===== src/rtl/alu_ctrl_decode_stage.sv =====
// RV32I decode stage: ALUOp, operand selects, register indices and immediate
// registered behind one valid/ready slot. Illegal flagging under DECODE_ILLEGAL_EN.
module alu_ctrl_decode_stage #(
  parameter int XLEN = 32
) (
  input  logic            clk,
  input  logic            rst,
  input  logic            in_valid,
  output logic            in_ready,
  input  logic [31:0]     instr,
  input  logic [XLEN-1:0] pc_in,
  input  logic            flush,
  output logic            out_valid,
  input  logic            out_ready,
  output logic [3:0]      alu_op,
  output logic [1:0]      alu_src_a,
  output logic            alu_src_b,
  output logic [4:0]      rs1,
  output logic [4:0]      rs2,
  output logic [4:0]      rd,
  output logic [XLEN-1:0] imm,
  output logic [XLEN-1:0] pc_out,
  output logic            illegal
);

  logic [6:0] opc;
  logic [2:0] f3;
  logic [6:0] f7;
  logic [4:0] f_rs1;
  logic [4:0] f_rs2;
  logic [4:0] f_rd;

  assign opc   = instr[6:0];
  assign f3    = instr[14:12];
  assign f7    = instr[31:25];
  assign f_rs1 = instr[19:15];
  assign f_rs2 = instr[24:20];
  assign f_rd  = instr[11:7];

  logic [XLEN-1:0] imm_i;
  logic [XLEN-1:0] imm_s;
  logic [XLEN-1:0] imm_b;
  logic [XLEN-1:0] imm_u;
  logic [XLEN-1:0] imm_j;
  logic [XLEN-1:0] shamt;

  assign imm_i = {{20{instr[31]}}, instr[31:20]};
  assign imm_s = {{20{instr[31]}}, instr[31:25],
                  instr[11:7]};
  assign imm_b = {{19{instr[31]}}, instr[31], instr[7],
                  instr[30:25], instr[11:8], 1'b0};
  assign imm_u = {instr[31:12], 12'b0};
  assign imm_j = {{11{instr[31]}}, instr[31],
                  instr[19:12], instr[20],
                  instr[30:21], 1'b0};
  assign shamt = {27'b0, instr[24:20]};

  logic is_r;
  logic is_i;
  logic is_ld;
  logic is_st;
  logic is_br;
  logic is_lui;
  logic is_auipc;
  logic is_jal;
  logic is_jalr;

  assign is_r     = (opc == 7'b0110011);
  assign is_i     = (opc == 7'b0010011);
  assign is_ld    = (opc == 7'b0000011);
  assign is_st    = (opc == 7'b0100011);
  assign is_br    = (opc == 7'b1100011);
  assign is_lui   = (opc == 7'b0110111);
  assign is_auipc = (opc == 7'b0010111);
  assign is_jal   = (opc == 7'b1101111);
  assign is_jalr  = (opc == 7'b1100111);

  logic [3:0]      dec_op;
  logic [1:0]      dec_sa;
  logic            dec_sb;
  logic [4:0]      dec_rs1;
  logic [4:0]      dec_rs2;
  logic [4:0]      dec_rd;
  logic [XLEN-1:0] dec_imm;
  logic            bad;

  always_comb begin
    dec_op  = 4'b0000;
    dec_sa  = 2'b00;
    dec_sb  = 1'b0;
    dec_rs1 = 5'd0;
    dec_rs2 = 5'd0;
    dec_rd  = 5'd0;
    dec_imm = '0;
    bad     = 1'b0;
    unique case (1'b1)
      is_r: begin
        dec_rs1 = f_rs1;
        dec_rs2 = f_rs2;
        dec_rd  = f_rd;
        dec_op  = {instr[30], f3};
        bad = !((f7 == 7'h00) ||
                ((f7 == 7'h20) &&
                 ((f3 == 3'b000) || (f3 == 3'b101))));
      end
      is_i: begin
        dec_sb  = 1'b1;
        dec_rs1 = f_rs1;
        dec_rd  = f_rd;
        dec_imm = imm_i;
        dec_op  = {1'b0, f3};
        if (f3 == 3'b101) begin
          dec_op  = {instr[30], 3'b101};
          dec_imm = shamt;
          bad = !((f7 == 7'h00) || (f7 == 7'h20));
        end else if (f3 == 3'b001) begin
          dec_op  = 4'b0001;
          dec_imm = shamt;
          bad = (f7 != 7'h00);
        end
      end
      is_ld: begin
        dec_sb  = 1'b1;
        dec_rs1 = f_rs1;
        dec_rd  = f_rd;
        dec_imm = imm_i;
      end
      is_st: begin
        dec_sb  = 1'b1;
        dec_rs1 = f_rs1;
        dec_rs2 = f_rs2;
        dec_imm = imm_s;
      end
      is_br: begin
        dec_rs1 = f_rs1;
        dec_rs2 = f_rs2;
        dec_imm = imm_b;
        unique case (f3[2:1])
          2'b00:   dec_op = 4'b1000;
          2'b10:   dec_op = 4'b0010;
          2'b11:   dec_op = 4'b0011;
          default: bad = 1'b1;
        endcase
      end
      is_lui: begin
        dec_sa  = 2'b10;
        dec_sb  = 1'b1;
        dec_rd  = f_rd;
        dec_imm = imm_u;
      end
      is_auipc: begin
        dec_sa  = 2'b01;
        dec_sb  = 1'b1;
        dec_rd  = f_rd;
        dec_imm = imm_u;
      end
      is_jal: begin
        dec_sa  = 2'b01;
        dec_sb  = 1'b1;
        dec_rd  = f_rd;
        dec_imm = imm_j;
      end
      is_jalr: begin
        dec_sb  = 1'b1;
        dec_rs1 = f_rs1;
        dec_rd  = f_rd;
        dec_imm = imm_i;
      end
      default: bad = 1'b1;
    endcase
    // unsupported encodings collapse to a harmless ADD with no writeback
    if (bad) begin
      dec_op = 4'b0000;
      dec_rd = 5'd0;
    end
  end

  logic            out_valid_q, out_valid_d;
  logic [3:0]      alu_op_q, alu_op_d;
  logic [1:0]      src_a_q, src_a_d;
  logic            src_b_q, src_b_d;
  logic [4:0]      rs1_q, rs1_d;
  logic [4:0]      rs2_q, rs2_d;
  logic [4:0]      rd_q, rd_d;
  logic [XLEN-1:0] imm_q, imm_d;
  logic [XLEN-1:0] pc_q, pc_d;
  logic            load;

  assign in_ready = !out_valid_q || out_ready;
  assign load     = in_ready && !flush;

  always_comb begin
    out_valid_d = out_valid_q;
    if (flush)         out_valid_d = 1'b0;
    else if (in_ready) out_valid_d = in_valid;
    alu_op_d = load ? dec_op  : alu_op_q;
    src_a_d  = load ? dec_sa  : src_a_q;
    src_b_d  = load ? dec_sb  : src_b_q;
    rs1_d    = load ? dec_rs1 : rs1_q;
    rs2_d    = load ? dec_rs2 : rs2_q;
    rd_d     = load ? dec_rd  : rd_q;
    imm_d    = load ? dec_imm : imm_q;
    pc_d     = load ? pc_in   : pc_q;
  end

  always_ff @(posedge clk) begin
    if (rst) begin
      out_valid_q <= 1'b0;
      alu_op_q    <= 4'b0000;
      src_a_q     <= 2'b00;
      src_b_q     <= 1'b0;
      rs1_q       <= 5'd0;
      rs2_q       <= 5'd0;
      rd_q        <= 5'd0;
      imm_q       <= '0;
      pc_q        <= '0;
    end else begin
      out_valid_q <= out_valid_d;
      alu_op_q    <= alu_op_d;
      src_a_q     <= src_a_d;
      src_b_q     <= src_b_d;
      rs1_q       <= rs1_d;
      rs2_q       <= rs2_d;
      rd_q        <= rd_d;
      imm_q       <= imm_d;
      pc_q        <= pc_d;
    end
  end

`ifdef DECODE_ILLEGAL_EN
  logic illegal_q, illegal_d;

  assign illegal_d = load ? bad : illegal_q;

  always_ff @(posedge clk) begin
    if (rst) illegal_q <= 1'b0;
    else     illegal_q <= illegal_d;
  end

  assign illegal = illegal_q;
`else
  assign illegal = 1'b0;
`endif

  assign out_valid = out_valid_q;
  assign alu_op    = alu_op_q;
  assign alu_src_a = src_a_q;
  assign alu_src_b = src_b_q;
  assign rs1       = rs1_q;
  assign rs2       = rs2_q;
  assign rd        = rd_q;
  assign imm       = imm_q;
  assign pc_out    = pc_q;

endmodule


===== config.mk =====
export PLATFORM = sky130hd
export DESIGN_NAME = alu_ctrl_decode_stage
export DESIGN_NICKNAME = d
export VERILOG_FILES = /design/src/rtl/alu_ctrl_decode_stage.sv
export SDC_FILE = /design/constraint.sdc
export NUM_CORES = 1
export LEC_CHECK = 0
export BUFFER_PORTS_ARGS = -buffer_cell sky130_fd_sc_hd__buf_2
export CORE_MARGIN = 5
export CORE_UTILIZATION = 47
export CTS_CLUSTER_DIAMETER = 30
export DETAILED_ROUTE_END_ITERATION = 16
export GPL_TIMING_DRIVEN = 0
export HOLD_SLACK_MARGIN = 0.1
export MAX_ROUTING_LAYER = met4
export PLACE_DENSITY = 0.76
export RECOVER_POWER = 25
export SLEW_MARGIN = 20
export SYNTH_ARGS = -nofsm -noshare
export SYNTH_HDL_FRONTEND = slang
export SYNTH_SLANG_ARGS = --single-unit

===== constraint.sdc =====
create_clock -name clk -period 1.8 [get_ports clk]
set_input_delay 0.18 -clock clk [delete_from_list [all_inputs] [get_ports clk]]
set_output_delay 0.18 -clock clk [all_outputs]
set_load 0.02 [all_outputs]

== After elaboration in Yosys (flattened, before gate mapping) ==
Index checks and enable logic that the tools add are counted.
Widths: inputs -> output; s select.

* $add $sub $neg: 0
* Bitwise logic cells: 0
* Div/mod/pow operators: 0
* Muxes and demuxes: 18
* Eq/ne operators: 14
* Reduce and logical (&&, ||, !) cells: 24
* Shift operators: 0
* Magnitude comparators: 0
* $mul: 0

{| class="wikitable"
|+ Operator list
! kind !! count
|-
| $pmux 32 s6 || 1
|-
| $mux 32 || 2
|-
| $eq 7x6->1 const B || 4
|-
| $pmux 4 s3 || 2
|-
| $eq 7x7->1 const B || 3
|-
| $mux 5 || 4
|-
| $eq 7x5->1 const B || 2
|-
| $reduce_or 7->1 || 2
|-
| $reduce_or 6->1 || 2
|-
| $mux 4 || 2
|-
| $reduce_or 2->1 || 4
|-
| $eq 7x2->1 const B || 1
|-
| $logic_not 7->1 || 1
|-
| $reduce_bool 7->1 || 1
|-
| $reduce_or 3->1 || 2
|-
| $eq 2x2->1 const B || 2
|-
| $logic_not 1->1 || 4
|-
| $logic_or 1x1->1 || 4
|-
| $mux 1 || 4
|-
| $pmux 1 s4 || 1
|-
| $pmux 2 s2 || 1
|-
| $eq 3x1->1 const B || 1
|-
| $eq 3x3->1 const B || 1
|-
| $logic_not 3->1 || 1
|-
| other kinds (3) || 4
|}

* Bits in latches: 0
* Word-level logic and storage cells: 65
* Memories kept: 0
* RAM bits: 0
* Memory bits (read-only): 0
* Bits in registers: 87
* Bits of input ports: 69

== Longest topological paths before layout ==
* Depth after elaboration: 7
* Depth in mapped cells: 8
* Gate-level depth less buffers: 6

== Least setup slack after synthesis ==
Ideal clock, no wire load.

* Path kind: reg-to-reg
* Start point: reg out_valid_q, in the netlist out_valid
* End point: reg imm_q[21], in the netlist imm[21]
* Data arrival time: 1.745 ns
* Path slack: -0.030 ns
* Path buffers: 2
* Period minus slack after synthesis: 1.830 ns
* Data required time: 1.714 ns
* Cell stages (with the launch flop): 8
* Cells stage by stage: dfxtp_1 nor2b_1 inv_1 nand2b_1 buf_2 clkbuf_1 a22oi_1 a211oi_1

* Cells in the longest elaborated chain, start to end: 3

{| class="wikitable"
|+ RTL lines
! what !! RTL line !! text
|-
| start: declaration || 178 || <nowiki>logic out_valid_q, out_valid_d;</nowiki>
|-
| start signal: assignment || 218 || <nowiki>out_valid_q <= out_valid_d;</nowiki>
|-
| $logic_not 1->1 || 189 || <nowiki>assign in_ready = !out_valid_q || out_ready;</nowiki>
|-
| $logic_or 1x1->1 || 189 ||
|-
| named net in_ready || 9 || <nowiki>output logic in_ready,</nowiki>
|-
| $logic_and 1x1->1 || 190 || <nowiki>assign load = in_ready && !flush;</nowiki>
|-
| end signal: assignment || 225 || <nowiki>imm_q <= imm_d;</nowiki>
|-
| end: declaration || 185 || <nowiki>logic [XLEN-1:0] imm_q, imm_d;</nowiki>
|}

The timed path passes the listed nets, and every way through them passes these cells.
A chain may end at the register's enable or synchronous reset.

== Worst setup path after layout ==
* Start point: in instr[14]
* End point: reg rd_q[1], in the netlist rd[1]

* Cells in the longest elaborated chain, start to end: 7
* Elaborated cells on any way between the ends: 16
* Classes of those cells: eq/ne: 4; mux: 5; reduce/logical: 7

{| class="wikitable"
|+ RTL lines
! what !! RTL line !! text
|-
| start: declaration || 10 || <nowiki>input logic [31:0] instr,</nowiki>
|-
| $eq 3x3->1 / $logic_not 3->1 (equally long branches) || 104, 112 ||
|-
| $logic_or 1x1->1 || 104 || <nowiki>((f3 == 3'b000) || (f3 == 3'b101))));</nowiki>
|-
| $logic_and 1x1->1 || 103 || <nowiki>((f7 == 7'h20) &&</nowiki>
|-
| $logic_or 1x1->1 || 102 || <nowiki>bad = !((f7 == 7'h00) ||</nowiki>
|-
| $logic_not 1->1 || 102 ||
|-
| $pmux 1 s4 * || 96 || <nowiki>unique case (1'b1)</nowiki>
|-
| $mux 5 * || 172 || <nowiki>if (bad) begin</nowiki>
|-
| end signal: assignment || 224 || <nowiki>rd_q <= rd_d;</nowiki>
|-
| end: declaration || 184 || <nowiki>logic [4:0] rd_q, rd_d;</nowiki>
|}

Every way passes the cells marked *; elsewhere a longest branch is shown, timed or not.

==> flow_summary.rst <==
.. list-table::
   :header-rows: 1

   * - Metric
     - Value
   * - Outcome
     - complete, no violations
   * - RSZ-0062 raised after global routing
     - false
   * - Most common cell in the netlist
     - dfxtp_1
   * - Wire length of the first global-routing pass
     - a little under 20 mm
   * - Via count of the first global-routing pass
     - 3926
   * - Least-Margin Pin Slew
     - 0.854 ns
   * - Max Cap Viol
     - 0
   * - Count of flip-flops with a built-in enable after synthesis
     - 0
   * - Number of hold violations in the final report
     - 0
   * - Hold Crit Depth
     - 2
   * - Most frequent cells after synthesis
     - dfxtp_1 (87), nand2_1 (85), a21oi_1 (59), nor2_1 (26), a22oi_1 (25)
   * - Total die area
     - between 9000 and 10000 um^2
   * - RD Place Congestion
     - approximately 0.96
   * - Cell family contributing the most delay on the critical path
     - compound AO/OA/AOI/OAI gates
   * - Clock transition at the registers of the reported paths
     - 0.09 ns
   * - Synth-to-Final Area Change
     - 44.8%
   * - Number of sinks on the clock net
     - 87
   * - Critical Path Fanout Max
     - 8
   * - R2r worst-path depth
     - 7
   * - Starting density of the core
     - roughly half
   * - Mean area per synthesized cell
     - between 8 and 9 um^2
   * - Worst slew margin relative to its limit
     - between 40% and 50%
   * - Hold crit path type
     - input pin to register
   * - Slowest stage delay, CP
     - 0.55 ns
   * - Total setup violations reported at the end of the flow
     - 0
   * - Power Internal
     - between 0.002 and 0.003 W
   * - Share of synthesized area occupied by flip-flops and latches
     - between 40% and 50%
   * - Net count after synthesis
     - between 400 and 500
   * - # nets final
     - between 600 and 700
   * - Proportion of synthesized flip-flops having asynchronous set or reset
     - 0%
   * - Count of unresolved DRC violations after routing
     - 0
   * - Register bit count reported by yosys
     - 87
   * - Clock root cell
     - clkbuf_8
   * - Number of warnings reported in the yosys synthesis log
     - 0
   * - Total power draw
     - ~0.0040 W
   * - Busiest layer in global routing
     - met2
   * - Clock tree from TritonCTS
     - built
   * - ANT nets after route
     - 0
   * - Max stage delay cell, worst path
     - dlygate4sd3_1
   * - Power per cell area
     - around 770 nW/um^2
   * - Clock network fraction of design power
     - a little over a third
   * - F_max
     - approximately 580 MHz
   * - Type of destination of the critical path
     - register
   * - Bufs and invs on worst path
     - 3
   * - Share of final-layout standard cells stronger than drive strength 1
     - 26.0%
   * - Largest net degree at the start of global routing
     - 16
   * - Class of the most critical setup path
     - input pin to register
   * - Die extent in y
     - just under 100 um
   * - Routed wirelength normalized by instance count
     - 16.5 um
   * - Top area cells in the synthesized netlist
     - dfxtp_1 (49%), nand2_1 (8.9%), a21oi_1 (8.2%)
   * - Met2 Resource Use GR
     - a little over two fifths
   * - Static power due to leakage
     - around 2.2 nW
   * - Post-Layout Inst Area
     - between 5000 and 6000 um^2
   * - Total routing resource utilization after global routing
     - 25.8%
   * - Routed via count
     - between 3000 and 4000
   * - Average via count per standard cell
     - between 5 and 6
   * - Switching Power
     - ~0.0011 W
   * - Stages on the worst setup path
     - 7
   * - Number of detailed-routing iterations run before antenna repair
     - 6
   * - Depth of the CTS H-tree
     - 3
   * - Post-Place Cell Area
     - around 4500 um^2
   * - Detailed Place HPWL
     - between 8 and 9 mm
   * - GR met3 Demand/Resource
     - 4.16%
   * - Series of cell instances along the critical path
     - dlygate4sd3_1 > buf_6 > o2111ai_1 > a311o_1 > a2111oi_4 > buf_4 > a22o_1
   * - Share of the cycle needed by the critical path after routing
     - a little over nine tenths
   * - Ys flop type
     - dfxtp_1
   * - Width of the die
     - roughly 97 um
   * - Peak supply drop
     - 0.404 mV
   * - Mapped cell area
     - 3580 um^2
   * - M1 GR Usage
     - between 30% and 40%
   * - Clock insertion delay at the later pin of the skew report
     - approximately 0.36 ns
   * - # fillers
     - about 590
   * - Antenna Cells
     - 0
   * - Startpoint type of the worst setup path
     - input pin
   * - Minimum clock period after layout
     - ~1.7 ns
   * - Number of slew-limit violations in the final report
     - 0
   * - Net switching fraction of the power
     - between 20 and 30%
   * - Proportion of netlist area held by the largest area contributor
     - 48.7%
   * - Post-Syn Instances
     - 416
   * - Proportion of power drawn by combinational gates
     - 14.5%
   * - Wire length after detailed routing
     - between 10 and 15 mm
   * - Core region area
     - between 7000 and 8000 um^2
   * - Data arrival, critical path
     - 2.03 ns
   * - Row count
     - 31
   * - Antenna violations before repair
     - 0
   * - Clock buffers created by TritonCTS
     - 9
   * - Congestion Overflow GR
     - 0
   * - Distinct cells, synth
     - 56
   * - 1st-iter DRT viols
     - roughly 280
   * - Required arrival time at the worst endpoint
     - around 2.1 ns
   * - CTS max path bufs
     - 2
   * - Number of primary I/O pins
     - around 160
   * - Quantity of I/O buffers inserted on ports
     - approximately 150
   * - Relative contribution of sequential cells to total power
     - roughly half
   * - Clock skew after layout
     - about 0.0052 ns
   * - Largest area contributor in the synthesized netlist
     - dfxtp_1
## cell families (layout without fill, tap and decap cells)
group           Yosys count  after routing  share of synthesized area, %
compound gates          148            148                          28.0
simple gates            143            143                          17.8
flops                    87             87                          48.7
buf+inv                  36            254                          5.21
other cells               1              1                         0.105
xor+xnor                  1              1                         0.245
## area by class of cell
type,count,area (um^2),area share (%)
sequential,87,1740,33.6
clock inverter,6,68.8,1.33
timing repair buffer,202,1210,23.4
inverter,3,11.3,0.217
tap,99,124,2.39
clock buffer,10,138,2.65
buffer,33,194,3.74
multi-input combinational,293,1690,32.6
## stage by stage
step | cells | hold WS, ns | util, % | worst slack (ns) | setup TNS [ns]
floorplan | 416 | 0.259 | - | 0.0290 | 0
CTS | 734 | 0.112 | 70.9 | 0.00173 | 0
finish | 733 | 0.123 | 70.7 | 0.0793 | 0
global placement | 668 | 0.374 | 61.0 | -0.216 | -4.84
global route | 733 | 0.122 | 70.7 | 0.00266 | 0
detailed placement | 668 | 0.383 | 61.0 | -0.256 | -7.56
## registers in the layout, summed over array words and instances, names as in the netlist
signal and flops:
rd 5, rs1 5, alu_src_b 1, out_valid 1, pc_out 32, rs2 5, alu_op 4, imm 32
alu_src_a 2
## final timing paths
| path | end | slack [ns] | from |
|---|---|---|---|
| max | rd[1] | 0.08 | instr[14] |
| min | imm[10] | 0.12 | instr[30] |
| max reg2reg | rd[1] | 0.10 | out_valid |
| min reg2reg | imm[3] | 0.45 | imm[3] |
## what timing repair did
action / in CTS / in global routing
setup buffers: 0 / 1
pin swaps: 0 / 2
endpoints found under the hold margin: 52 / 0
gates resized for setup: 7 / 19
setup endpoints to repair: 69 / 57
hold buffers: 50 / 0
## layer usage
metal  wire (um)  share of wire, %
met2        5900                49
met5           0                 0
met3         751               6.2
met4         510               4.2
met1        4960                41
## power by group through the flow
| stage | logic [W] | registers (W) | clock network [W] |
|---|---|---|---|
| after floorplan | 0.000210 | 0.00210 | 0 |
| after global placement | 0.000473 | 0.00204 | 0 |
| after detailed placement | 0.000479 | 0.00204 | 0 |
| after global routing | 0.000627 | 0.00200 | 0.00151 |
| final | 0.000579 | 0.00199 | 0.00141 |
| after CTS | 0.000569 | 0.00199 | 0.00144 |
## cell usage in the layout (no fill, tap or decap), drive strengths merged, types with 3 or more instances in the layout
| master | Yosys | layout |
|---|---|---|
| a211oi | 12 | 12 |
| a21oi | 60 | 60 |
| a22o | 15 | 15 |
| a22oi | 25 | 25 |
| buf | 19 | 125 |
| clkbuf | 14 | 70 |
| clkinv | 0 | 3 |
| dfxtp | 87 | 87 |
| dlygate4sd3 | 0 | 48 |
| inv | 3 | 4 |
| nand2 | 85 | 85 |
| nand2b | 3 | 3 |
| nand3 | 4 | 4 |
| nand3b | 4 | 4 |
| nor2 | 27 | 27 |
| nor3 | 5 | 5 |
| o21ai | 15 | 15 |
No activity file was read; power rests on OpenSTA's default activity.
